`config.mk`:
```
export PLATFORM = sky130hd
export DESIGN_NAME = vel_dac_writer
export DESIGN_NICKNAME = d
export VERILOG_FILES = /design/src/rtl/vel_dac_writer.sv
export SDC_FILE = /design/constraint.sdc
export NUM_CORES = 1
export LEC_CHECK = 0
export CAP_MARGIN = 20
export CORE_ASPECT_RATIO = 1.25
export CORE_MARGIN = 5
export CORE_UTILIZATION = 30
export CTS_BUF_LIST = sky130_fd_sc_hd__clkbuf_16
export DETAILED_ROUTE_END_ITERATION = 8
export SLEW_MARGIN = 20
export SYNTH_ARGS = -nofsm -noshare
export SYNTH_HDL_FRONTEND = slang
export SYNTH_SLANG_ARGS = --single-unit
```
`constraint.sdc`:
```
create_clock -name clk -period 4.7 [get_ports clk]
set_input_delay 1.175 -clock clk [delete_from_list [all_inputs] [get_ports clk]]
set_output_delay 1.175 -clock clk [all_outputs]
set_load 0.02 [all_outputs]
```
`src/rtl/vel_dac_writer.sv`:
```
// vel_dac_writer: sends {CMD, CHAN, data} as a 24-bit SPI frame, MSB first, to the motor-current DAC.
// Build option VEL_DAC_MIDSCALE_EN: a falling edge on ctrl_enable queues one 8000h (zero-current) frame.
module vel_dac_writer #(
  parameter int         HALF = 2,
  parameter logic [3:0] CHAN = 4'h0,
  parameter logic [3:0] CMD  = 4'h3
) (
  input  logic        clk,
  input  logic        reset,
  input  logic        ctrl_enable,
  input  logic        cmd_valid,
  input  logic [15:0] cmd_data,
  output logic        dac_busy,
  output logic        dac_csn,
  output logic        dac_sclk,
  output logic        dac_mosi,
  output logic [15:0] last_word,
  output logic [15:0] frame_cnt
);

  localparam int            HW        = (HALF > 1) ? $clog2(HALF) : 1;
  localparam logic [HW-1:0] HALF_LAST = HW'(HALF - 1);

  typedef enum logic [1:0] {
    ST_IDLE  = 2'd0,
    ST_LOAD  = 2'd1,
    ST_SHIFT = 2'd2,
    ST_HOLD  = 2'd3
  } state_e;

  state_e        state_q, state_d;
  logic [HW-1:0] half_q, half_d;
  logic [4:0]    bit_q, bit_d;
  logic          phase_hi_q, phase_hi_d;
  logic [23:0]   shreg_q, shreg_d;
  logic          busy_q, busy_d;
  logic          csn_q, csn_d;
  logic          sclk_q, sclk_d;
  logic          mosi_q, mosi_d;
  logic [15:0]   last_word_q, last_word_d;
  logic [15:0]   frame_cnt_q, frame_cnt_d;
  logic          pend_q;
  logic          take_mid_s;
  logic          half_end_s;
  logic [15:0]   start_word_s;

  assign half_end_s = (half_q == HALF_LAST);

`ifdef VEL_DAC_MIDSCALE_EN
  // en_sync_q[1:0] synchronise ctrl_enable; en_sync_q[2] is the previous synchronised level.
  logic [2:0] en_sync_q;
  logic       fall_s;
  logic       pend_d;

  assign fall_s = en_sync_q[2] & ~en_sync_q[1];

  always_comb begin
    pend_d = (pend_q & ~take_mid_s) | fall_s;
  end

  always_ff @(posedge clk or negedge reset) begin
    if (!reset) begin
      en_sync_q <= 3'b000;
      pend_q    <= 1'b0;
    end else begin
      en_sync_q <= {en_sync_q[1:0], ctrl_enable};
      pend_q    <= pend_d;
    end
  end
`else
  logic unused_mid_s;
  assign pend_q       = 1'b0;
  assign unused_mid_s = ctrl_enable ^ take_mid_s;
`endif

  // State register plus frame datapath and registered pin drivers.
  always_ff @(posedge clk or negedge reset) begin
    if (!reset) begin
      state_q     <= ST_IDLE;
      half_q      <= '0;
      bit_q       <= 5'd0;
      phase_hi_q  <= 1'b0;
      shreg_q     <= 24'h000000;
      busy_q      <= 1'b0;
      csn_q       <= 1'b1;
      sclk_q      <= 1'b0;
      mosi_q      <= 1'b0;
      last_word_q <= 16'h8000;
      frame_cnt_q <= 16'h0000;
    end else begin
      state_q     <= state_d;
      half_q      <= half_d;
      bit_q       <= bit_d;
      phase_hi_q  <= phase_hi_d;
      shreg_q     <= shreg_d;
      busy_q      <= busy_d;
      csn_q       <= csn_d;
      sclk_q      <= sclk_d;
      mosi_q      <= mosi_d;
      last_word_q <= last_word_d;
      frame_cnt_q <= frame_cnt_d;
    end
  end

  always_comb begin
    state_d      = state_q;
    half_d       = half_q;
    bit_d        = bit_q;
    phase_hi_d   = phase_hi_q;
    shreg_d      = shreg_q;
    busy_d       = busy_q;
    last_word_d  = last_word_q;
    frame_cnt_d  = frame_cnt_q;
    take_mid_s   = 1'b0;
    start_word_s = cmd_data;
    case (state_q)
      ST_IDLE: begin
        // A queued midscale request wins over a fresh command.
        if (pend_q || cmd_valid) begin
          take_mid_s   = pend_q;
          start_word_s = pend_q ? 16'h8000 : cmd_data;
          shreg_d      = {CMD, CHAN, start_word_s};
          last_word_d  = start_word_s;
          busy_d       = 1'b1;
          half_d       = '0;
          state_d      = ST_LOAD;
        end else begin
          busy_d = 1'b0;
        end
      end
      ST_LOAD: begin
        if (half_end_s) begin
          half_d     = '0;
          bit_d      = 5'd0;
          phase_hi_d = 1'b1;
          state_d    = ST_SHIFT;
        end else begin
          half_d = half_q + HW'(1);
        end
      end
      ST_SHIFT: begin
        if (half_end_s) begin
          half_d = '0;
          if (phase_hi_q) begin
            phase_hi_d = 1'b0;
            shreg_d    = {shreg_q[22:0], 1'b0};
          end else if (bit_q == 5'd23) begin
            state_d = ST_HOLD;
          end else begin
            bit_d      = bit_q + 5'd1;
            phase_hi_d = 1'b1;
          end
        end else begin
          half_d = half_q + HW'(1);
        end
      end
      ST_HOLD: begin
        if (half_end_s) begin
          half_d      = '0;
          busy_d      = 1'b0;
          frame_cnt_d = frame_cnt_q + 16'd1;
          state_d     = ST_IDLE;
        end else begin
          half_d = half_q + HW'(1);
        end
      end
      default: begin
        busy_d  = 1'b0;
        state_d = ST_IDLE;
      end
    endcase
  end

  // Pin levels decoded from the current state; registered, so the pins trail the state by one clk.
  always_comb begin
    csn_d  = 1'b1;
    sclk_d = 1'b0;
    mosi_d = 1'b0;
    case (state_q)
      ST_IDLE: begin
        csn_d = 1'b1;
      end
      ST_LOAD: begin
        csn_d  = 1'b0;
        mosi_d = shreg_q[23];
      end
      ST_SHIFT: begin
        csn_d  = 1'b0;
        sclk_d = phase_hi_q;
        mosi_d = shreg_q[23];
      end
      ST_HOLD: begin
        csn_d = 1'b1;
      end
      default: begin
        csn_d = 1'b1;
      end
    endcase
  end

  assign dac_busy  = busy_q;
  assign dac_csn   = csn_q;
  assign dac_sclk  = sclk_q;
  assign dac_mosi  = mosi_q;
  assign last_word = last_word_q;
  assign frame_cnt = frame_cnt_q;

endmodule
```
# Word-level counts from Yosys, hierarchy flattened
# Cells that the tools add are included.
# word_totals
ff_bits	69
wordCells	70
inputBits	20
out_inout_bits	36
# classes
eq_ne	12
muxes	30
addsub	3
reduce_logical	14
# op_table
op	n
two-way mux 24 bit	3
one-hot mux 24 bit (2 select lines)	1
two-way mux 5 bit	4
adder 16 x 1 -> 16 bit (second input constant)	1
!= test 2 bit (second input constant)	8
two-way mux 2 bit	6
two-way mux 1 bit	10
one-hot mux 5 bit (2 select lines)	1
one-hot mux 1 bit (2 select lines)	4
one-hot mux 2 bit (4 select lines)	1
AND reduction 2 bit	3
AND reduction 6 bit	1
nonzero test 2 bit	3
adder 5 x 1 -> 5 bit (second input constant)	1
equality test 5 bit (second input constant)	1
AND reduction 5 bit	1
equality test 2 bit (second input constant)	2
AND reduction 4 bit	1
OR reduction 2 bit	2
AND reduction 3 bit	1
OR reduction 3 bit	1
equality test 2 x 1 -> 1 bit (second input constant)	1
zero test 2 bit	1
adder 1 bit (second input constant)	1

# Depth between registers and ports, before layout
# depth
ltp_word	5
mapped_depth	8
mapped_depth_nobuf	6

# Worst setup path after synthesis
# Ideal clock, no wire load.
# synth_path
path_type	input port to flip-flop
startpoint	input port cmd_valid
endpoint	register last_word_q[10], in the netlist last_word[10]
setup_ns	0.125
cell_stages	3
required_time_ns	4.575
path_buffers	1
slack_ns	2.625
arrival_time_ns	1.950
cell_sequence	nand2_1 buf_2 mux2_2
# synth_between
elab_chain_len	1
# synth_lines
element	line_no	text
start: declaration	11	input logic cmd_valid,
AND reduction 2 bit (no source line)	n/a	
end signal: assignment	100	last_word_q <= last_word_d;
end: declaration	40	logic [15:0] last_word_q, last_word_d;
# Every way passes these cells.
# A chain may end at the register's enable or synchronous reset.

# Worst setup path after layout
# layout_path
startpoint	register last_word_q[15], in the netlist last_word[15]
endpoint	output port last_word[15]
# layout_rtl
element	line_no	text
end: declaration	17	output logic [15:0] last_word,
# No word-level cell between the ends.

==> results.py <==
metrics = {
    "run_status": {
        "outcome": "complete, no violations",
    },
    "hold_path": {
        "hold_path.class": "flop to flop",
        "worstHoldStart": "shreg_q[23]$_DFFE_PN0P_",
    },
    "timing": {
        "post-route-period-util_pct": 55.7,
        "drv_slew": 0,
        "timing.setup.tns_ns": 0,
        "hold_violations": 0,
        "slew_headroom_pct": 41.0,
        "rsz0062_at_grt": "no",
        "fmax_mhz": 382,
        "setup_violations": 0,
        "finClkSkew_ns": 0.00724,
        "fin_crit_ns": 2.62,
        "worst_slew_pin_slew_ns": 0.885,
    },
    "synthesis": {
        "synth_cells": 265,
        "yosysUniqueCellTypes": 35,
        "avgSynthCellArea_um2": 11.4,
        "synth_area_um2": 3030,
        "yosys_warnings": 0,
        "yosysSeqAreaShare_pct": 57.0,
        "syn_nets": 291,
        "yosys_register_bits": 69,
    },
    "power_and_ir_drop": {
        "p_leak_uw": 0.00185,
        "p_per_area_nw_per_um2": 322,
        "vdd_drop_max_uv": 195,
    },
    "placement": {
        "placed_cell_area_um2": 3680,
        "io_buffers": 54,
        "globalplace.congestion": 0.718,
        "dp_hpwl_um": 3830,
    },
    "cells_and_area": {
        "sequential_cell_area_um2": 1730,
        "drive_gt1_share_pct": 11.1,
        "n_fill_cell": 1009,
        "stdcell_area_um2": 3970,
        "finalNetCount": 345,
        "syn_to_final_growth_pct": 30.8,
        "multi_input_area_um2": 1190,
        "num_antenna_cells": 0,
    },
    "floorplanning": {
        "dieArea_um2": 12200,
        "std_cell_rows": 41,
        "dieHeight_um": 122,
        "die_width_um": 100,
        "coreArea_um2": 10000,
        "initial_core_util_pct": 30.3,
        "ios": 56,
    },
    "clocking": {
        "clock_path_buffers": 2,
        "tritoncts": "done",
        "cts-root-buf": "clkbuf_16",
        "cts_hold_buf": 0,
        "ctsResizeCount": 0,
        "ctsHtreeMaxLevel": 3,
        "postCtsSetupBuffers": 0,
        "cts.sink_count": 69,
        "clkLatencyLatePin_ns": 0.32,
        "cts_made_buffers": 9,
        "clkSlewWorstSetupHoldPaths_ns": 0.05,
    },
    "routing": {
        "ant_nets": 0,
        "num_vias": 2101,
        "drtIter0Drc": 81,
        "wl_per_cell_um": 12.7,
        "via_per_inst": 4.64,
        "route.detailed.drc": 0,
        "wl_um": 5770,
        "first_pass_iters": 4,
    },
    "grt": {
        "grt_antenna_before_repair": 0,
        "grt_pass1_vias": 2213,
        "grt_pass1_wl_um": 10000,
        "grt_overflow": 0,
        "grt_max_degree": 70,
        "grt.total_usage_pct": 10.2,
    },
    "critical_path": {
        "critPathKind": "flop to output port",
        "worstPathCellList": "clkdlybuf4s50_1",
        "path_buf_inv": 1,
        "ff2ff_path_depth": 7,
        "crit_end": "last_word[15]",
        "slowest_delay_ns": 0.60,
        "worstSetupStartpointType": "flop",
        "r2r-start": "state_q[0]$_DFFE_PN0P_",
        "worst_path_max_delay_cell": "clkdlybuf4s50_1",
        "worst_r2r_endpoint": "shreg_q[22]$_DFFE_PN0P_",
        "cp.depth": 1,
        "cp-end-kind": "output port",
        "regToRegSetupSlack_ns": 2.24,
        "cp_max_fo": 2,
        "crit_family": "buffers and inverters",
        "cp.required_ns": 3.52,
        "crit_start": "last_word[15]$_DFFE_PN1P_",
        "arrival_ns": 1.44,
    },
    "job": {
        "maxCapViolCount": 0,
    },
}
report_power, final:
part / internal (uW) / leakage (uW) / switching (uW)
clock: 402 / 0.000145 / 235
sequential: 600 / 0.000902 / 2.77
combinational: 17.2 / 0.000800 / 19.1
sequential cells by signal, summed over array words and instances (netlist names):
| register | count |
|---|---|
| bit_q | 5 |
| last_word | 16 |
| half_end_s | 1 |
| dac_csn | 1 |
| phase_hi_q | 1 |
| dac_busy | 1 |
| shreg_q | 24 |
| frame_cnt | 16 |
| dac_mosi | 1 |
| dac_sclk | 1 |
| state_q | 2 |
synthesized netlist by cell type, drive strengths merged:
| cell | n | area share, % |
|---|---|---|
| nor3b | 1 | 0.25 |
| nor2b | 3 | 0.62 |
| nor3 | 1 | 0.16 |
| nand4 | 6 | 1.2 |
| o32a | 1 | 0.33 |
| and2b | 1 | 0.25 |
| xnor2 | 14 | 4.0 |
| ha | 6 | 2.5 |
| o21a | 1 | 0.25 |
| nor2 | 22 | 2.7 |
| a31oi | 2 | 0.41 |
| o21ai | 14 | 2.3 |
| dfrtp | 67 | 55 |
| nand3b | 1 | 0.25 |
| and4 | 1 | 0.29 |
| and4b | 1 | 0.33 |
| nand2 | 15 | 1.9 |
| a211oi | 1 | 0.41 |
| mux2i | 19 | 6.3 |
| a32oi | 1 | 0.29 |
| a22o | 5 | 1.4 |
| mux2 | 17 | 6.3 |
| and2 | 2 | 0.41 |
| dfstp | 2 | 1.7 |
| a21oi | 15 | 2.5 |
| inv | 16 | 2.0 |
| and3 | 1 | 0.21 |
| buf | 11 | 2.1 |
| xor2 | 1 | 0.29 |
| o21bai | 1 | 0.25 |
| nand4b | 2 | 0.58 |
| nand3 | 13 | 2.1 |
| clkbuf | 1 | 0.12 |
cells by family after synthesis:
kind of cell / Yosys count / share of synthesized area (%)
AOI/OAI and AO/OA: 41 / 8.16
muxes: 36 / 12.6
and+or+nand+nor: 70 / 11.3
adders and majority gates: 6 / 2.47
buffers and inverters: 28 / 4.16
DFF: 69 / 57.0
xor gates and xnor gates: 15 / 4.33
worst min-delay path by stage:
stage,to,slack [ns],cells after the start
floorplan,dac_mosi$_DFF_PN0_,0.44,2
global placement,frame_cnt[15]$_DFFE_PN0P_,0.47,1
detailed placement,dac_mosi$_DFF_PN0_,0.48,2
CTS,dac_mosi$_DFF_PN0_,0.49,2
global route,last_word[9]$_DFFE_PN0P_,0.52,1
finish,dac_mosi$_DFF_PN0_,0.48,2
tightest hold or removal path, stage by stage, from the launching register on:
cell and delay, ns:
dfrtp_1 0.32, inv_1 0.04, nor2_1 0.08
cells in the final DEF (no fill, tap or decap), types with 2 or more instances in the layout:
master,instances
a31oi_1,2
mux2i_1,19
a21oi_1,15
buf_4,2
o21ai_0,9
nand4b_1,2
dfstp_2,2
xnor2_1,14
nand2_1,15
nand4_1,6
mux2_2,17
ha_1,5
nand3_1,13
o21ai_1,5
clkbuf_16,9
nor2_1,22
inv_1,18
nor2b_1,3
and2_1,2
clkdlybuf4s50_1,53
dfrtp_1,67
a22o_1,5
clkinv_2,2
layer usage:
layer	track usage (%)	up-vias	routed length (um)
li1	-	1027	-
met1	11.8	1028	2480
met2	17.6	41	2920
met3	3.30	5	300
met4	4.10	0	60
met5	0	-	0
cell type report:
| cell class | count | area share (%) |
|---|---|---|
| flip-flops and latches | 69 | 43.6 |
| clock inverters | 7 | 1.48 |
| multi-input cells | 168 | 29.9 |
| well taps | 129 | 4.07 |
| inverters | 16 | 1.51 |
| clock buffers | 9 | 5.67 |
| repair buffers | 55 | 13.7 |
metrics by stage:
stage / std cells / utilization [%] / worst slack, ns / hold slack (ns) / power, uW
after CTS: 453 / 39.7 / 2.06 / 0.494 / 1310
final: 453 / 39.7 / 2.08 / 0.477 / 1280
after detailed placement: 437 / 36.8 / 1.90 / 0.477 / 652
after global routing: 453 / 39.7 / 1.97 / 0.518 / 1330
after global placement: 437 / 36.8 / 1.99 / 0.469 / 651
after floorplan: 265 / - / 2.62 / 0.443 / 619
Note: power is estimated with default switching activity, not from simulation.
==> RTL edit (config.mk and constraints unchanged) <==
Remove the register `csn_q`: a continuous assignment takes its place, so the output `dac_csn` follows one clock earlier.
--- a/src/rtl/vel_dac_writer.sv
+++ b/src/rtl/vel_dac_writer.sv
@@ -82,7 +82,6 @@
       phase_hi_q  <= 1'b0;
       shreg_q     <= 24'h000000;
       busy_q      <= 1'b0;
-      csn_q       <= 1'b1;
       sclk_q      <= 1'b0;
       mosi_q      <= 1'b0;
       last_word_q <= 16'h8000;
@@ -94,13 +93,14 @@
       phase_hi_q  <= phase_hi_d;
       shreg_q     <= shreg_d;
       busy_q      <= busy_d;
-      csn_q       <= csn_d;
       sclk_q      <= sclk_d;
       mosi_q      <= mosi_d;
       last_word_q <= last_word_d;
       frame_cnt_q <= frame_cnt_d;
     end
   end
+
+  assign csn_q = csn_d;
 
   always_comb begin
     state_d      = state_q;
Behaviour: not the same (a bounded check fails within 4 cycles, from zero or initial values and one cycle with reset low).
==> RTL edit against the unedited design <==
Area after synthesis is 0.87% lower. Register-to-register slack worse by 30 ps. Final area is 0.95% lower. Sequential share of layout area is 0.25 points lower. Clock power is 3% lower. Non-clock buffer count stayed put. Power is 2.2% lower. Setup slack worse by 370 ps. Sequential cell count is 1 lower. Fmax is 13% lower. Core utilization is 0.81 points higher. Routed wire length is 1.2% higher.
==> RTL edit: results (changes against the unedited design) <==
status=completed; net switching power=281 µW (+9.3%); worst slew pin tran=891 ps (+6.01 ps); WL/cell=13.0 µm (+2.1%); largest net degree at the start of global routing=69 (-1.4%); Comb pwr share=2.9%; met1 Use GR=12.4% (+0.56 points); initial antenna violation count=0 (unchanged); r2r startpoint=state_q[0]; met2 track utilization from global routing=16.6% (-0.93 points); Worst-path clk slew=60 ps; syn_nets=290 (-0.34%); Avg Synthesized Cell Area=11.4 µm² (-0.49%); Synth cell types=35 (unchanged); Hold Fails Final Rpt=0 (unchanged); number of setup buffers added after CTS=0 (unchanged); placed instance count=433 (-0.92%); worst skew pair latency=330 ps; clock buffer depth=2 (unchanged); first-pass GRT wire length=9980 µm (-0.48%); Worst VDD drop=0.000187 V (-4.0%); HP Class=reg2reg; Layout fillers=973 (-3.6%); max FFs per register=24 (unchanged); first drt pass iteration count=4 (unchanged); leakage power=1.82 nW (-1.3%); CP startpoint kind=register; vias per inst=4.67 (+0.60%); most frequent cells after synthesis=dfrtp_1 (67), nor2_1 (22), mux2i_1 (19); warnings from Yosys=0 (unchanged); met3 wire length=316 µm (+5.3%); Final HPWL DP=3860 µm (+0.86%); Arr. time, crit path=1820 ps (+380 ps); Finished Layout Cells=449 (-0.88%); Synth area leaders=dfrtp_1 (56%), mux2_2 (6.4%), mux2i_1 (6.3%), xnor2_1 (4.1%), nor2_1 (2.7%); vias in the first global route=2167 (-2.1%); global routing usage on met3=3.67% (+0.37 points); TritonCTS Buffers=9 (unchanged); flip-flop and latch power=594 µW (-1%); DR iter-0 viols=60 (-26%); register area share after synthesis=56.6% (-0.38 points); clk root buf=clkbuf_16; ys async rst share=100% (unchanged); GRT Resource Usage Total=10.3% (+0.032 points); routed wl met2=2920 µm (-0.21%); Biggest register=shreg_q; ANT cells=0 (unchanged); critical path fanouts, max=4 (+2); max layer used=met4; hold_sp=frame_cnt[15]; post-cts resize count=0 (unchanged); layout cells sized above 1=11.8% (+0.65 points); IO Port Bufs=54 (unchanged); Final Skew=5.28 ps (-1.96 ps); met1 wire length=2520 µm (+1.6%); GP Congestion=0.724 (+0.93%); # nets final=344 (-0.29%); CTS HTree Levels=3 (unchanged)
## RTL edit: cell types whose count changed after synthesis
| cell | before | now |
|---|---|---|
| dfstp_2 | 2 | 1 |
## RTL edit: critical path, stage by stage, from the launching register on
cell             delay (ps)
dfrtp_1                 390
inv_1                    90
ha_1                    290
inv_1                   100
clkdlybuf4s50_1         620
## RTL edit: worst paths after layout
check / slack, ps / endpoint / cells past startpoint
worst max-delay path: 1710 / dac_csn / 4
worst min-delay path: 470 / frame_cnt[15] / 1
worst max register to register: 2210 / shreg_q[22] / 7
worst min register to register: 470 / frame_cnt[15] / 1
max in group asynchronous: 3170 / dac_mosi / 1
min in group asynchronous: 970 / bit_q[1] / 1
## RTL edit: layout make-up
cell class                      count  share of cell area [%]
Sequential cell                    68                    43.3
Multi-Input combinational cell    168                    30.2
Timing Repair Buffer               55                    13.9
Clock buffer                        9                    5.73
Tap cell                          126                    4.01
Inverter                           16                    1.53
Clock inverter                      7                    1.30
## RTL edit: metrics by stage
stage	hold WS [ps]	setup WS, ps	total power, mW	cell area (µm²)	util [%]
2_1_floorplan	443	2620	0.611	3010	-
3_3_place_gp	464	1970	0.642	3650	37.6
3_5_place_dp	465	1910	0.643	3650	37.6
4_1_cts	477	1650	1.27	3930	40.5
5_1_grt	492	1630	1.30	3930	40.5
6_report	474	1710	1.25	3930	40.5
## RTL edit: kinds of logic (layout without fill, tap and decap cells)
family	Yosys count	count (layout)	synth area share (%)
AND/OR/NAND/NOR	70	70	11.4
XOR/XNOR	15	15	4.37
flip-flops	68	68	56.6
AO/OA/AOI/OAI	41	41	8.24
adder cells (fa/ha/maj)	6	6	2.50
buffers and inverters	28	87	4.20
multiplexers	36	36	12.7
